==> config.mk <==
export PLATFORM = sky130hd
export DESIGN_NAME = neuron_mac_lanes
export DESIGN_NICKNAME = d
export VERILOG_FILES = /design/src/rtl/neuron_mac_lanes.sv
export SDC_FILE = /design/constraint.sdc
export NUM_CORES = 2
export LEC_CHECK = 0
export BUFFER_PORTS_ARGS = -buffer_cell sky130_fd_sc_hd__buf_2
export CELL_PAD_IN_SITES_DETAIL_PLACEMENT = 0
export CELL_PAD_IN_SITES_GLOBAL_PLACEMENT = 1
export CORE_MARGIN = 5
export CORE_UTILIZATION = 45
export CTS_BUF_LIST = sky130_fd_sc_hd__clkbuf_8
export CTS_CLUSTER_DIAMETER = 60
export DETAILED_ROUTE_END_ITERATION = 10
export PLACE_DENSITY_LB_ADDON = 0.12
export SYNTH_ARGS = -nofsm -noshare
export SYNTH_HDL_FRONTEND = slang
export SYNTH_SLANG_ARGS = --single-unit
==> constraint.sdc <==
create_clock -name clk -period 157.6 [get_ports clk]
set_clock_uncertainty 0.05 [all_clocks]
set_input_delay 31.52 -clock clk [delete_from_list [all_inputs] [get_ports clk]]
set_output_delay 31.52 -clock clk [all_outputs]
set_load 0.02 [all_outputs]
==> src/rtl/neuron_mac_lanes.sv <==
// Multi-lane masked dot-product neuron: bias + sum of masked x*w, LANES products per cycle,
// all-zero mask groups skipped, then activation, rescale and saturation to OUT_W.
module neuron_mac_lanes #(
    parameter int NUM_INPUTS = 16,
    parameter int LANES      = 4,
    parameter int X_W        = 8,
    parameter int W_W        = 8,
    parameter int B_W        = 32,
    parameter int OUT_W      = 16,
    parameter int X_FRAC     = 4,
    parameter int W_FRAC     = 4,
    parameter int B_FRAC     = 8,
    parameter int OUT_FRAC   = 8,
    parameter int GUARD_BITS = 2,
    parameter int LEAK_SHIFT = 2,
    parameter int TAG_W      = 4
) (
    input  logic                    clk,
    input  logic                    rst,
    input  logic                    in_valid,
    output logic                    in_ready,
    input  logic [B_W-1:0]          bias,
    input  logic [NUM_INPUTS*X_W-1:0] x_flat,
    input  logic [NUM_INPUTS*W_W-1:0] w_flat,
    input  logic [NUM_INPUTS-1:0]   mask_flat,
    input  logic [1:0]              act_sel,
    input  logic [TAG_W-1:0]        in_tag,
    output logic                    out_valid,
    input  logic                    out_ready,
    output logic [OUT_W-1:0]        out_data,
    output logic [TAG_W-1:0]        out_tag,
    output logic                    out_sat,
    output logic                    busy,
    output logic [2:0]              state_dbg
);

    // Handshakes: a transfer happens on a rising edge where valid and ready are both high;
    // out_valid and its payload are held unchanged until that edge, in_ready is high only in IDLE.

    localparam int NUM_GROUPS = NUM_INPUTS / LANES;
    localparam int PROD_W     = X_W + W_W;
    localparam int FRAC_P     = X_FRAC + W_FRAC;
    localparam int ACC_W      = PROD_W + $clog2(NUM_INPUTS) + GUARD_BITS;
    localparam int UP_SH      = (OUT_FRAC > FRAC_P) ? OUT_FRAC - FRAC_P : 0;
    localparam int DN_SH      = (FRAC_P > OUT_FRAC) ? FRAC_P - OUT_FRAC : 0;
    localparam int BS_UP      = (FRAC_P > B_FRAC) ? FRAC_P - B_FRAC : 0;
    localparam int BS_DN      = (B_FRAC > FRAC_P) ? B_FRAC - FRAC_P : 0;
    localparam int EXT_BASE   = ACC_W + UP_SH;
    localparam int EXT_W      = ((EXT_BASE > OUT_W) ? EXT_BASE : OUT_W) + 1;

    localparam logic signed [ACC_W-1:0] ONE_P  = ACC_W'(1) << FRAC_P;
    localparam logic signed [EXT_W-1:0] SAT_HI = {{(EXT_W-OUT_W+1){1'b0}}, {(OUT_W-1){1'b1}}};
    localparam logic signed [EXT_W-1:0] SAT_LO = {{(EXT_W-OUT_W+1){1'b1}}, {(OUT_W-1){1'b0}}};

    typedef enum logic [2:0] {
        S_IDLE  = 3'd0,
        S_ISSUE = 3'd1,
        S_DRAIN = 3'd2,
        S_QUANT = 3'd3,
        S_OUT   = 3'd4
    } state_t;

    state_t state, state_nx;

    logic [NUM_INPUTS*X_W-1:0] x_q;
    logic [NUM_INPUTS*W_W-1:0] w_q;
    logic [NUM_INPUTS-1:0]     mask_q;
    logic [1:0]                act_q;
    logic [TAG_W-1:0]          tag_q;
    logic [NUM_GROUPS-1:0]     pend;
    logic signed [ACC_W-1:0]   acc;
    logic signed [ACC_W-1:0]   psum;
    logic                      psum_v;

    logic [NUM_GROUPS-1:0]     gnz_in;
    logic [NUM_GROUPS-1:0]     sel_onehot;
    logic [NUM_GROUPS-1:0]     pend_left;
    logic                      sel_found;
    logic signed [ACC_W-1:0]   psum_nx;
    logic signed [X_W-1:0]     xs;
    logic signed [W_W-1:0]     ws;
    logic signed [PROD_W-1:0]  prod;
    logic signed [ACC_W-1:0]   act_v;
    logic signed [EXT_W-1:0]   scaled;
    logic [OUT_W-1:0]          q_data;
    logic                      q_sat;

    // Right shift with rounding half away from zero (magnitude rounded, sign restored).
    function automatic logic signed [EXT_W-1:0] rshift_round(input logic signed [EXT_W-1:0] v,
                                                             input int sh);
        logic signed [EXT_W-1:0] mag;
        logic signed [EXT_W-1:0] half;
        if (sh == 0) return v;
        half = EXT_W'(1) <<< (sh - 1);
        mag  = (v < 0) ? -v : v;
        mag  = (mag + half) >>> sh;
        return (v < 0) ? -mag : mag;
    endfunction

    function automatic logic signed [ACC_W-1:0] align_bias(input logic signed [B_W-1:0] b);
        logic signed [ACC_W-1:0] t;
        logic signed [EXT_W-1:0] e;
        t = ACC_W'(b);
        if (B_FRAC <= FRAC_P) return t <<< BS_UP;
        e = EXT_W'(t);
        e = rshift_round(e, BS_DN);
        return e[ACC_W-1:0];
    endfunction

    always_comb begin
        gnz_in = '0;
        for (int g = 0; g < NUM_GROUPS; g++) gnz_in[g] = |mask_flat[g*LANES +: LANES];
    end

    // Lowest pending nonzero group and its masked partial sum.
    always_comb begin
        sel_found  = 1'b0;
        sel_onehot = '0;
        psum_nx    = '0;
        xs         = '0;
        ws         = '0;
        prod       = '0;
        for (int g = 0; g < NUM_GROUPS; g++) begin
            if (!sel_found && pend[g]) begin
                sel_found     = 1'b1;
                sel_onehot[g] = 1'b1;
                for (int l = 0; l < LANES; l++) begin
                    if (mask_q[g*LANES + l]) begin
                        xs      = x_q[(g*LANES + l)*X_W +: X_W];
                        ws      = w_q[(g*LANES + l)*W_W +: W_W];
                        prod    = xs * ws;
                        psum_nx = psum_nx + ACC_W'(prod);
                    end
                end
            end
        end
        pend_left = pend & ~sel_onehot;
    end

    always_comb begin
        act_v = acc;
        case (act_q)
            2'b01:   act_v = (acc < 0) ? '0 : acc;
            2'b10:   act_v = (acc < 0) ? (acc >>> LEAK_SHIFT) : acc;
            2'b11: begin
                if (acc > ONE_P) act_v = ONE_P;
                else if (acc < -ONE_P) act_v = -ONE_P;
            end
            default: act_v = acc;
        endcase
        if (UP_SH > 0) scaled = EXT_W'(act_v) <<< UP_SH;
        else scaled = rshift_round(EXT_W'(act_v), DN_SH);
        q_sat  = 1'b0;
        q_data = scaled[OUT_W-1:0];
        if (scaled > SAT_HI) begin
            q_data = SAT_HI[OUT_W-1:0];
            q_sat  = 1'b1;
        end else if (scaled < SAT_LO) begin
            q_data = SAT_LO[OUT_W-1:0];
            q_sat  = 1'b1;
        end
    end

    always_ff @(posedge clk) begin
        if (rst) state <= S_IDLE;
        else state <= state_nx;
    end

    always_comb begin
        state_nx = state;
        case (state)
            S_IDLE:  if (in_valid) state_nx = (|gnz_in) ? S_ISSUE : S_DRAIN;
            S_ISSUE: if (pend_left == '0) state_nx = S_DRAIN;
            S_DRAIN: state_nx = S_QUANT;
            S_QUANT: state_nx = S_OUT;
            S_OUT:   if (out_ready) state_nx = S_IDLE;
            default: state_nx = S_IDLE;
        endcase
    end

    always_ff @(posedge clk) begin
        if (rst) begin
            x_q       <= '0;
            w_q       <= '0;
            mask_q    <= '0;
            act_q     <= '0;
            tag_q     <= '0;
            pend      <= '0;
            acc       <= '0;
            psum      <= '0;
            psum_v    <= 1'b0;
            out_valid <= 1'b0;
            out_data  <= '0;
            out_tag   <= '0;
            out_sat   <= 1'b0;
        end else begin
            case (state)
                S_IDLE: begin
                    if (in_valid) begin
                        x_q    <= x_flat;
                        w_q    <= w_flat;
                        mask_q <= mask_flat;
                        act_q  <= act_sel;
                        tag_q  <= in_tag;
                        pend   <= gnz_in;
                        acc    <= align_bias($signed(bias));
                        psum_v <= 1'b0;
                    end
                end
                S_ISSUE: begin
                    psum   <= psum_nx;
                    psum_v <= 1'b1;
                    pend   <= pend_left;
                    if (psum_v) acc <= acc + psum;
                end
                S_DRAIN: begin
                    if (psum_v) acc <= acc + psum;
                    psum_v <= 1'b0;
                end
                S_QUANT: begin
                    out_data  <= q_data;
                    out_sat   <= q_sat;
                    out_tag   <= tag_q;
                    out_valid <= 1'b1;
                end
                S_OUT: begin
                    if (out_ready) out_valid <= 1'b0;
                end
                default: ;
            endcase
        end
    end

    assign in_ready  = (state == S_IDLE);
    assign busy      = (state != S_IDLE);
    assign state_dbg = state;

endmodule

==> impl_metrics.csv <==
group,metric,value,unit
status,status,"complete, no violations",
cells_and_area,syn2layout_area_growth,6.85,%
floorplanning,die_h,428,um
cells_and_area,fin_cells,11500,
logic_synthesis,async_flop_share,0,%
global_route,grtUsageTotal,24.6,%
clock_tree,cts.path.max_buffers,3,
worst_setup_path,worstSetupEndpointType,"flop",
sta,whs,0.402,ns
detailed_routing,drtAntennaViolNets,0,
global_route,grt_pass1_vias,63800,
clock_tree,clkSinkCount,352,
sta,finalSetupViolCount,0,
logic_synthesis,synth_warnings,0,
clock_tree,ctsResizeCount,0,
sta,rsz0062_at_grt,"false",
logic_synthesis,syn_area_per_cell,8.73,sq um
logic_synthesis,synth.most_common_cell,"inv_1",
logic_synthesis,ys_types,99,
floorplanning,io_pins,341,
power_and_ir_drop,total_leakage_power,41.9,nW
sta,relSlewSlack,15.4,%
sta,worst_slack,95.32,ns
global_route,grt_start_max_net_pins,94,
logic_synthesis,synth_area,78800,sq um
worst_setup_path,r2r-start,"w_q[0]$_SDFFE_PP0P_",
logic_synthesis,synth_edf_count,0,
logic_synthesis,synth_seq_cells,352,
sta,hold_viol_final,0,
global_route,grt_remaining_overflow,0,
worst_setup_path,worstSetupPathType,"flop to flop",
global_route,use_met1,32.8,%
min_path,worstHoldStart,"tag_q[2]$_SDFFE_PP0P_",
run,max_cap_viol_count,0,
clock_tree,cts_buffers,76,
clock_tree,clkSlewWorstSetupHoldPaths,0.06,ns
worst_setup_path,cp_slowest_stage_delay,1.01,ns
detailed_routing,routed_via_density,5.21,
detailed_routing,firstDrtPassIters,7,
logic_synthesis,synth_top_area_share,37.6,%
logic_synthesis,yosys.area.top_type,"fa_1",
place,io_buffers,330,
place,dp_hpwl,191,mm
global_route,antenna_found_initial,5,
worst_setup_path,worstPathArrival,62.95,ns
global_route,met3_usage,2.52,%
detailed_routing,wl,223,mm
clock_tree,post_cts_buffers,0,
worst_setup_path,critPathLaunch,"w_q[0]$_SDFFE_PP0P_",
sta,layout_min_cycle_time,62.28,ns
clock_tree,cts_root_buf,"clkbuf_8",
logic_synthesis,synthCells,9029,
min_path,holdCritPathClass,"flop to flop",
power_and_ir_drop,cellPowerDensity,6.67,nW/um^2
sta,worstMarginPinSlew,1.25,ns
detailed_routing,vias,60200,
floorplanning,fp.coreArea,174000,sq um
cells_and_area,fin_nets,11700,
worst_setup_path,cp-start-kind,"flop",
floorplanning,die_x,428,um
place,post-place-ws,95.48,ns
global_route,use_met2,42.4,%
logic_synthesis,synthTopCellsByArea,"fa_1 38%, ha_1 13%, dfxtp_1 8.9%",
detailed_routing,drc,0,
worst_setup_path,cp_slowest_cell,"a2bb2oi_1",
floorplanning,fp.dieArea,184000,sq um
power_and_ir_drop,vdd_ir_drop_max,6.82,uV
global_route,grt_pass1_wl,359,mm
sta,post-route-period-util,39.5,%
detailed_routing,drt-initial-drc-count,3182,
logic_synthesis,synth-seq-area-share,8.94,%
sta,setup_tns,0,ns
clock_tree,cts_tree,"done",
clock_tree,clk_latency,0.85,ns
floorplanning,initial_core_util,45.3,%
logic_synthesis,synth_nets,11600,
cells_and_area,drive_gt1_share,6.58,%
logic_synthesis,synthFlopType,"dfxtp_1",
clock_tree,ctsHoldBuffers,0,
clock_tree,htree_levels,3,
sta,slew_viol_final,0,
worst_setup_path,worst_ep_required_time,158.27,ns
place,dp.cells,11400,
place,gp_congestion,0.884,
global_route,busiest_layer,"met2",
sta,clock.fmax,16.1,MHz
floorplanning,rows,153,
worst_setup_path,cp_max_fo,10,
detailed_routing,wire_per_inst,19.3,um
worst_setup_path,worst_path_most_repeated_cell,"fa_1",
logic_synthesis,synth_common_cells,"1,682 x inv_1, 1,480 x fa_1, 1,262 x nand2_1",
## critical path: cells and delay by family (launching register included)
family	cells	cell delay, ns
fa+ha+maj	95	41.65
compound gates	38	10.68
simple gates	20	3.52
xor+xnor	12	2.34
buf+inv	37	2.28
mux	3	1.02
flops	1	0.59
## registers in the layout (all words and copies together) (netlist names), 2 cells and up
| register | flops |
|---|---|
| w_q | 128 |
| mask_q | 16 |
| acc | 22 |
| out_data | 16 |
| state_dbg | 3 |
| x_q | 128 |
| act_q | 2 |
| out_tag | 4 |
| pend | 4 |
| psum | 22 |
| tag_q | 4 |
## metrics by stage
stage | util, % | instance area, sq um | total power [mW]
after floorplan | - | 78800 | 0.355
after global placement | 47.5 | 82600 | 0.449
after detailed placement | 47.5 | 82600 | 0.454
after CTS | 48.4 | 84200 | 0.571
after global routing | 48.4 | 84200 | 0.622
final | 48.4 | 84200 | 0.562
## routing by layer
metal	routed length [um]	part of all wire, %	up-vias
met5	66	0.030	-
li1	-	-	28600
met2	109000	49	1106
met4	7660	3.4	8
met3	8130	3.6	238
met1	98400	44	30200
## placed cells by master, fill, tap and decap left out, types with 29 or more instances in the layout
master,Yosys,layout
inv_1,1682,1700
fa_1,1480,1480
nand2_1,1262,1261
ha_1,796,796
a21oi_1,553,553
and2_1,512,511
dfxtp_1,352,351
buf_2,6,329
nor2_1,318,318
o21ai_0,256,255
xnor2_1,231,231
nand2b_1,161,161
a21o_1,89,89
xor2_1,88,88
clkbuf_8,0,88
o21a_1,85,85
nor3_1,73,72
buf_4,1,63
a31oi_1,57,57
nand3_1,52,52
a211oi_1,45,45
o211ai_1,45,45
nor2b_1,39,38
o21bai_1,32,32
mux2_2,31,31
and3_1,29,29
mux2i_1,29,29
## final timing paths
path	depth (start not counted)	endpoint	slack [ns]
min reg2reg	2	out_tag[2]$_SDFFE_PP0P_	0.40
min	2	out_tag[2]$_SDFFE_PP0P_	0.40
max reg2reg	205	psum[21]$_SDFFE_PP0P_	95.32
max	205	psum[21]$_SDFFE_PP0P_	95.32
## kinds of logic (layout without fill, tap and decap cells)
kind of cell | after synthesis | in the layout | share of synthesized area, %
and+or+nand+nor | 2554 | 2554 | 15.2
adders and majority gates | 2277 | 2277 | 50.3
buffers and inverters | 2028 | 2214 | 9.68
AOI/OAI and AO/OA | 1432 | 1432 | 11.5
DFF | 352 | 352 | 8.94
xor gates and xnor gates | 321 | 321 | 3.60
muxes | 65 | 65 | 0.903
other | 0 | 5 | 0
## layout make-up
cell class / instances / area (sq um)
fillers: 17000 / 89800
clock buffers: 88 / 1210
multi-input cells: 6649 / 64200
flip-flops and latches: 352 / 7050
diodes: 5 / 12.5
repair buffers: 393 / 2130
well taps: 2325 / 2910
inverters: 1686 / 6330
clock inverters: 47 / 392
## power by group
group / internal (mW) / leakage, nW / switching, mW
clock: 0.0597 / 0.875 / 0.0504
combinational: 0.130 / 38.1 / 0.203
sequential: 0.0976 / 2.89 / 0.0206
total: 0.288 / 41.9 / 0.274
Note: power is estimated with default switching activity, not from simulation.
